<file path="src/rtl/l2_port_arbiter.sv">
// ============================================================================
// l2_port_arbiter
// ----------------------------------------------------------------------------
// Shares the single L2 wishbone slave port between the icache miss master
// and the dcache miss master. Each transaction gets exactly one owner. The
// owner's request is routed onto l2_* and l2_ACK is routed back to the owner
// only. Two saturating wait counters record how long each master has
// requested without holding the port. They feed the performance-counter
// read path.
//
// Build option:
//   L2_ARB_ROUND_ROBIN_EN  When defined, simultaneous requests in IDLE go to
//                          the master that did not win the previous
//                          arbitration. When undefined, dcache always wins
//                          simultaneous requests (fixed priority), and the
//                          last-winner flag does not exist.
//
// Ports:
//   clk, rst                  clock; asynchronous active-high reset
//   i_CYC/STB/WE/ADR/SEL/DAT_M  icache-side wishbone master request
//   i_ACK, i_DAT_S            ACK and read data returned to the icache side
//   d_CYC/STB/WE/ADR/SEL/DAT_M  dcache-side wishbone master request
//   d_ACK, d_DAT_S            ACK and read data returned to the dcache side
//   l2_CYC/STB/WE/ADR/SEL/DAT_M request presented to the L2 slave
//   l2_ACK, l2_DAT_S          L2 slave response
//   counter_clear             synchronous clear of both wait counters
//   icache_wait_counter       icache cycles spent requesting without the grant
//   dcache_wait_counter       dcache cycles spent requesting without the grant
// ============================================================================
`timescale 1ns/1ps
`default_nettype none

module l2_port_arbiter #(
  parameter int ADDR_W = 12,
  parameter int DATA_W = 128,
  parameter int SEL_W  = 16
) (
  input  logic              clk,
  input  logic              rst,

  // icache-side master
  input  logic              i_CYC,
  input  logic              i_STB,
  input  logic              i_WE,
  input  logic [ADDR_W-1:0] i_ADR,
  input  logic [SEL_W-1:0]  i_SEL,
  input  logic [DATA_W-1:0] i_DAT_M,
  output logic              i_ACK,
  output logic [DATA_W-1:0] i_DAT_S,

  // dcache-side master
  input  logic              d_CYC,
  input  logic              d_STB,
  input  logic              d_WE,
  input  logic [ADDR_W-1:0] d_ADR,
  input  logic [SEL_W-1:0]  d_SEL,
  input  logic [DATA_W-1:0] d_DAT_M,
  output logic              d_ACK,
  output logic [DATA_W-1:0] d_DAT_S,

  // shared L2 slave port
  output logic              l2_CYC,
  output logic              l2_STB,
  output logic              l2_WE,
  output logic [ADDR_W-1:0] l2_ADR,
  output logic [SEL_W-1:0]  l2_SEL,
  output logic [DATA_W-1:0] l2_DAT_M,
  input  logic              l2_ACK,
  input  logic [DATA_W-1:0] l2_DAT_S,

  // performance counters
  input  logic              counter_clear,
  output logic [15:0]       icache_wait_counter,
  output logic [15:0]       dcache_wait_counter
);

  typedef enum logic [1:0] {
    IDLE  = 2'd0,
    OWN_I = 2'd1,
    OWN_D = 2'd2
  } state_t;

  state_t state_q;
  state_t state_d;

  logic i_req;
  logic d_req;

  assign i_req = i_CYC & i_STB;
  assign d_req = d_CYC & d_STB;

  // Read data is not steered. Only the owner sees an ACK, so the other
  // master ignores the broadcast data.
  assign i_DAT_S = l2_DAT_S;
  assign d_DAT_S = l2_DAT_S;

  // --------------------------------------------------------------------------
  // Last-winner flag (round-robin build only). Set means dcache won the most
  // recent IDLE-to-OWN arbitration. It resets to dcache, so the first
  // simultaneous request after reset goes to icache.
  // --------------------------------------------------------------------------
`ifdef L2_ARB_ROUND_ROBIN_EN
  logic last_d_q;
  logic last_d_d;

  always_comb begin
    last_d_d = last_d_q;
    if (state_q == IDLE) begin
      if (state_d == OWN_D) begin
        last_d_d = 1'b1;
      end else if (state_d == OWN_I) begin
        last_d_d = 1'b0;
      end
    end
  end

  always_ff @(posedge clk or posedge rst) begin
    if (rst) begin
      last_d_q <= 1'b1;
    end else begin
      last_d_q <= last_d_d;
    end
  end
`endif

  // --------------------------------------------------------------------------
  // FSM: state register
  // --------------------------------------------------------------------------
  always_ff @(posedge clk or posedge rst) begin
    if (rst) begin
      state_q <= IDLE;
    end else begin
      state_q <= state_d;
    end
  end

  // --------------------------------------------------------------------------
  // FSM: next state
  // The owner keeps the port until L2 ACKs or the owner drops CYC. There is
  // no preemption. Every transaction returns to IDLE, so a new request always
  // needs at least one bubble cycle before it is granted.
  // --------------------------------------------------------------------------
  always_comb begin
    state_d = state_q;
    unique case (state_q)
      IDLE: begin
        if (i_req && d_req) begin
`ifdef L2_ARB_ROUND_ROBIN_EN
          state_d = last_d_q ? OWN_I : OWN_D;
`else
          state_d = OWN_D;
`endif
        end else if (d_req) begin
          state_d = OWN_D;
        end else if (i_req) begin
          state_d = OWN_I;
        end
      end
      OWN_I: begin
        if (l2_ACK || !i_CYC) begin
          state_d = IDLE;
        end
      end
      OWN_D: begin
        if (l2_ACK || !d_CYC) begin
          state_d = IDLE;
        end
      end
      default: begin
        state_d = IDLE;
      end
    endcase
  end

  // --------------------------------------------------------------------------
  // FSM: outputs
  // The owner's request is passed through combinationally. If the owner
  // aborts by dropping CYC, l2_CYC follows it low in the same cycle. In IDLE
  // every request field is forced to zero.
  // --------------------------------------------------------------------------
  always_comb begin
    l2_CYC   = 1'b0;
    l2_STB   = 1'b0;
    l2_WE    = 1'b0;
    l2_ADR   = '0;
    l2_SEL   = '0;
    l2_DAT_M = '0;
    i_ACK    = 1'b0;
    d_ACK    = 1'b0;
    unique case (state_q)
      OWN_I: begin
        l2_CYC   = i_CYC;
        l2_STB   = i_STB;
        l2_WE    = i_WE;
        l2_ADR   = i_ADR;
        l2_SEL   = i_SEL;
        l2_DAT_M = i_DAT_M;
        i_ACK    = l2_ACK;
      end
      OWN_D: begin
        l2_CYC   = d_CYC;
        l2_STB   = d_STB;
        l2_WE    = d_WE;
        l2_ADR   = d_ADR;
        l2_SEL   = d_SEL;
        l2_DAT_M = d_DAT_M;
        d_ACK    = l2_ACK;
      end
      default: begin
      end
    endcase
  end

  // --------------------------------------------------------------------------
  // Wait counters. Index 0 is icache and index 1 is dcache.
  // A counter advances on any cycle its master requests while the port is
  // not in that master's OWN state. That includes IDLE arbitration cycles
  // and the bubble after the other master's ACK. The counter saturates at
  // all-ones. A clear wins over a same-cycle increment.
  // --------------------------------------------------------------------------
  logic [1:0]       req_vec;
  logic [1:0]       own_vec;
  logic [1:0][15:0] wait_cnt_vec;

  assign req_vec = {d_req, i_req};
  assign own_vec = {(state_q == OWN_D), (state_q == OWN_I)};

  generate
    for (genvar gi = 0; gi < 2; gi++) begin : g_wait_cnt
      logic [15:0] cnt_q;
      logic [15:0] cnt_d;

      always_comb begin
        cnt_d = cnt_q;
        if (counter_clear) begin
          cnt_d = 16'h0000;
        end else if (req_vec[gi] && !own_vec[gi] && (cnt_q != 16'hFFFF)) begin
          cnt_d = cnt_q + 16'd1;
        end
      end

      always_ff @(posedge clk or posedge rst) begin
        if (rst) begin
          cnt_q <= 16'h0000;
        end else begin
          cnt_q <= cnt_d;
        end
      end

      assign wait_cnt_vec[gi] = cnt_q;
    end
  endgenerate

  assign icache_wait_counter = wait_cnt_vec[0];
  assign dcache_wait_counter = wait_cnt_vec[1];

endmodule

`default_nettype wire

</file>
<file path="config.mk">
export PLATFORM = sky130hd
export DESIGN_NAME = l2_port_arbiter
export DESIGN_NICKNAME = d
export VERILOG_FILES = /design/src/rtl/l2_port_arbiter.sv
export SDC_FILE = /design/constraint.sdc
export NUM_CORES = 1
export LEC_CHECK = 0
export BUFFER_PORTS_ARGS = -buffer_cell sky130_fd_sc_hd__buf_2
export CORE_AREA = 2 2 355 357
export CTS_CLUSTER_SIZE = 16
export DETAILED_ROUTE_END_ITERATION = 12
export DIE_AREA = 0 0 357 359
export RECOVER_POWER = 100
export SLEW_MARGIN = 10
export SYNTH_ARGS = -nofsm -noshare
export SYNTH_HDL_FRONTEND = slang
export SYNTH_SLANG_ARGS = --single-unit
export TNS_END_PERCENT = 1
</file>
<file path="constraint.sdc">
create_clock -name clk -period 3.4 [get_ports clk]
set_input_delay 1.02 -clock clk [delete_from_list [all_inputs] [get_ports clk]]
set_output_delay 1.02 -clock clk [all_outputs]
set_load 0.01 [all_outputs]
</file>
==> run summary <==
The flow ran to the end, but the final reports show violations. The final reports fail on max-capacitance violations, max-slew violations. The worst hold path cell count is 2. The number of setup violations in the final report is 0. The final-report max-slew violation count was 61. The worst setup path is captured at a primary output.

The number of hold violations in the final report is 0. Yosys instantiated no cell more often than buf_4. The die width came out at 357 um. The maximum fanout along the worst path came out at 7. The maximum clock rate came out at 302.6 MHz. In this run the static leakage power is 3.028 nW. The instance count after placement with tap cells included is 2706. The setup slack of the critical path after layout came out at 95.09 ps.

The proportion of synthesized flip-flops having asynchronous set or reset is 1.000. The transition time of the tightest slew-check pin came out at 1956 ps. The final standard cell count with taps included and fillers excluded is 2722. The path class of the tightest hold or removal check is reg -> reg. The number of register bits inferred by synthesis is 34. The area of the die is 128200 um^2. The overall routing resource usage came out at 0.09962. The cell count after synthesis is 844. The die span in y is 359 um. On the critical path the largest part of the delay comes from buffers and inverters.

The net total in the final layout is 1523. The TritonCTS buffer count is 5. The most critical setup path has its startpoint at state_q[1]. The starting utilization of the core area is 0.05080.

The worst stage delay on the critical path came out at 450 ps. The source of the worst register-to-register timing path is icache_wait_counter[0]. Counting every net in the synthesized netlist gives 1299.

The final route contains 7855 vias. The residual antenna-violating net count after detailed routing is 0. The worst setup path is launched from a register. The residual overflow from global routing is 0. The commonest cells after synthesis are 256 x buf_4, 164 x nor2b_1, 159 x a22oi_1. The cell type of the slowest stage on the worst timing path is clkbuf_1. Yosys printed 0 warnings.

By instance count, the cell type seen most on the critical path is buf_12. Of the post-synthesis cell area, the dominant cell type holds 0.3036. Sorting the synthesized cells by area gives the leading types as buf_4 30%, a22oi_1 19%, nor2b_1 16%. The worst-case clock buffer depth is 2.

Entering global routing, the biggest net connects 90 pins. The number of top-level pins came out at 899. The leading area contributor after synthesis is buf_4.

The detailed router finished its first iteration with 535 violations. The area growth from synthesis to layout is 44.42%. The CTS tree is built. Summed over all nets, the half-perimeter wirelength after detailed placement is 61.85 mm. Data on the critical path arrives at its endpoint at 2280 ps.

The mean instance size in the synthesized netlist is 7.500 um^2. The number of antenna violations at the first check in global routing is 71. The number of port buffers came out at 514. Setup repair after global routing left no endpoint under its margin. The first-pass iteration count of the detailed router came out at 5. In this run the cell area of the synthesized design comes to 6330 um^2. The fraction of layout cells with a size suffix above 1 came out at 0.3835.

The number of enable-type register cells in the synthesized netlist is 0. The normalized max-slew margin is -0.3037. The number of global-route vias before repair came out at 7042. By startpoint and endpoint, the worst setup path is classified as reg -> out. In the finished design, the share of the clock period the worst path needs comes to 0.9720. The final weighted congestion in routability-driven placement came out at 0.8966. The via-per-instance ratio came out at 2.886. The total detailed-routing wirelength is 68.05 mm. The pre-CTS setup slack is -130.7 ps.

The total power divided by cell area is 594.3 nW/um^2. Clock tree synthesis found a total of 34 sinks. The commonest register cell after synthesis is dfrtp_1. The max-capacitance violation count came out at 2.

The maximum level of the CTS H-tree is 2. The routed wire length per instance is 25.00 um. The floorplan core area came out at 124600 um^2. The worst-case clock skew is 3.529 ps. Clock tree synthesis selected as its root buffer the cell clkbuf_16. Traced cell by cell, the critical path runs through inv_1, ha_4, buf_12, buf_12, clkbuf_1, a22oi_1, nor2b_1, buf_2. The startpoint identified for the worst hold timing path is icache_wait_counter[15]. The number of cell rows is 130. The maximum vdd drop is 606.6 uV. The clock transition time at the flip-flop clock pins of the worst setup and hold paths is 60 ps. The final critical-path required period came out at 3305 ps. The combined buffer and inverter count along the critical path came out at 5. For the worst-skew pair, the clock arrives at the later sink with an insertion delay of 280 ps. The count of unique library cells instantiated by Yosys is 36. The sequential cell area fraction in the yosys report came out at 0.1344. The remaining design rule violation count is 0. The worst endpoint required time is 2380 ps.

The number of gates on the worst path with buffers counted came out at 8. The wire length of the first global-routing pass is 81.17 mm. For this design, the CTS-stage hold fixing added 0 buffers. The worst reg-to-reg path cell count came out at 5.
## state kept, by name, indices dropped and copies added (netlist names)
signal and cells:
icache_wait_counter 16, dcache_wait_counter 16, state_q 2
## layer usage
metal,track usage,vias to the layer above,part of all wire
met2,0.1440,834,0.40
li1,-,3191,-
met5,0,-,0.010
met3,0.1025,188,0.23
met1,0.09912,3558,0.33
met4,0.02183,84,0.029
## worst register-to-register path, cell delays in order, from the launching register on
cell and delay, ps:
dfrtp_1 420, ha_1 220, nand3_1 170, nor4_2 1400
nor4_1 110, mux2_2 330
## layout make-up
type	instances	area, um^2
fill	14860	115500
inverter	3	11.26
tap	1650	2064
sequential	34	850.8
timing repair buffer	534	2673
clock buffer	8	166.4
antenna	3	7.507
multi-input combinational	490	3368
## timing repair
item,in CTS,in global routing
resized for setup,9,2
setup endpoints to repair,12,2
pin swaps,2,0
buffers inserted,5,0
## metrics by stage
stage	TNS (ps)	instance area (um^2)	hold WS (ps)	utilization	total power [W]
after floorplan	0	6330	532.2	-	0.003126
after global placement	-142.8	9096	563.1	0.07301	0.004959
after detailed placement	-163.3	9096	571.5	0.07301	0.005007
after CTS	-61.45	9365	579.0	0.07517	0.005628
after global routing	0	9139	601.4	0.07335	0.005821
final	0	9141	586.1	0.07337	0.005433
## logic make-up (layout without fill, tap and decap cells)
group	Yosys count	after routing	share of synthesized area
compound gates	214	214	0.2390
fa+ha+maj	5	5	0.009883
buf+inv	320	545	0.3443
simple gates	265	265	0.2619
mux	6	6	0.01048
other cells	0	3	0
flops	34	34	0.1344
## power breakdown
part	switching [W]	internal, W	total, W	leakage (nW)
Combinational	0.00276	0.00172	0.00448	2.47
Sequential	0.0000200	0.000421	0.000441	0.472
Clock	0.000176	0.000332	0.000508	0.0832
Total	0.00296	0.00248	0.00543	3.03
## path summary, 6_finish.rpt
check | endpoint | slack, ps
setup / recovery | l2_DAT_M[5] | 100
hold / removal | icache_wait_counter[15] | 590
setup reg to reg | icache_wait_counter[10] | 620
hold reg to reg | icache_wait_counter[15] | 590
max in group asynchronous | dcache_wait_counter[15] | 830
min in group asynchronous | icache_wait_counter[6] | 1430
## cells in the final DEF, fill, tap and decap left out, types with 3 or more instances in the layout
| cell | synthesis | routed |
|---|---|---|
| a21oi_1 | 29 | 29 |
| a22oi_1 | 159 | 151 |
| a22oi_2 | 0 | 8 |
| and3_1 | 4 | 4 |
| buf_12 | 0 | 12 |
| buf_2 | 2 | 334 |
| buf_4 | 256 | 8 |
| clkbuf_1 | 57 | 160 |
| clkbuf_16 | 0 | 5 |
| clkbuf_2 | 0 | 20 |
| clkbuf_8 | 0 | 3 |
| dfrtp_1 | 34 | 34 |
| diode_2 | 0 | 3 |
| ha_4 | 0 | 3 |
| inv_1 | 3 | 3 |
| mux2_2 | 5 | 5 |
| nand2_1 | 13 | 13 |
| nand3_1 | 13 | 13 |
| nand4_1 | 10 | 10 |
| nor2_1 | 8 | 8 |
| nor2b_1 | 164 | 161 |
| nor2b_2 | 0 | 3 |
| nor3_1 | 4 | 4 |
| nor4_1 | 5 | 5 |
| o21ai_0 | 8 | 8 |
| o31ai_1 | 17 | 17 |
| or2_2 | 4 | 4 |
| or3_1 | 6 | 6 |
| or4_1 | 17 | 19 |
No activity file was read; power rests on OpenSTA's default activity.
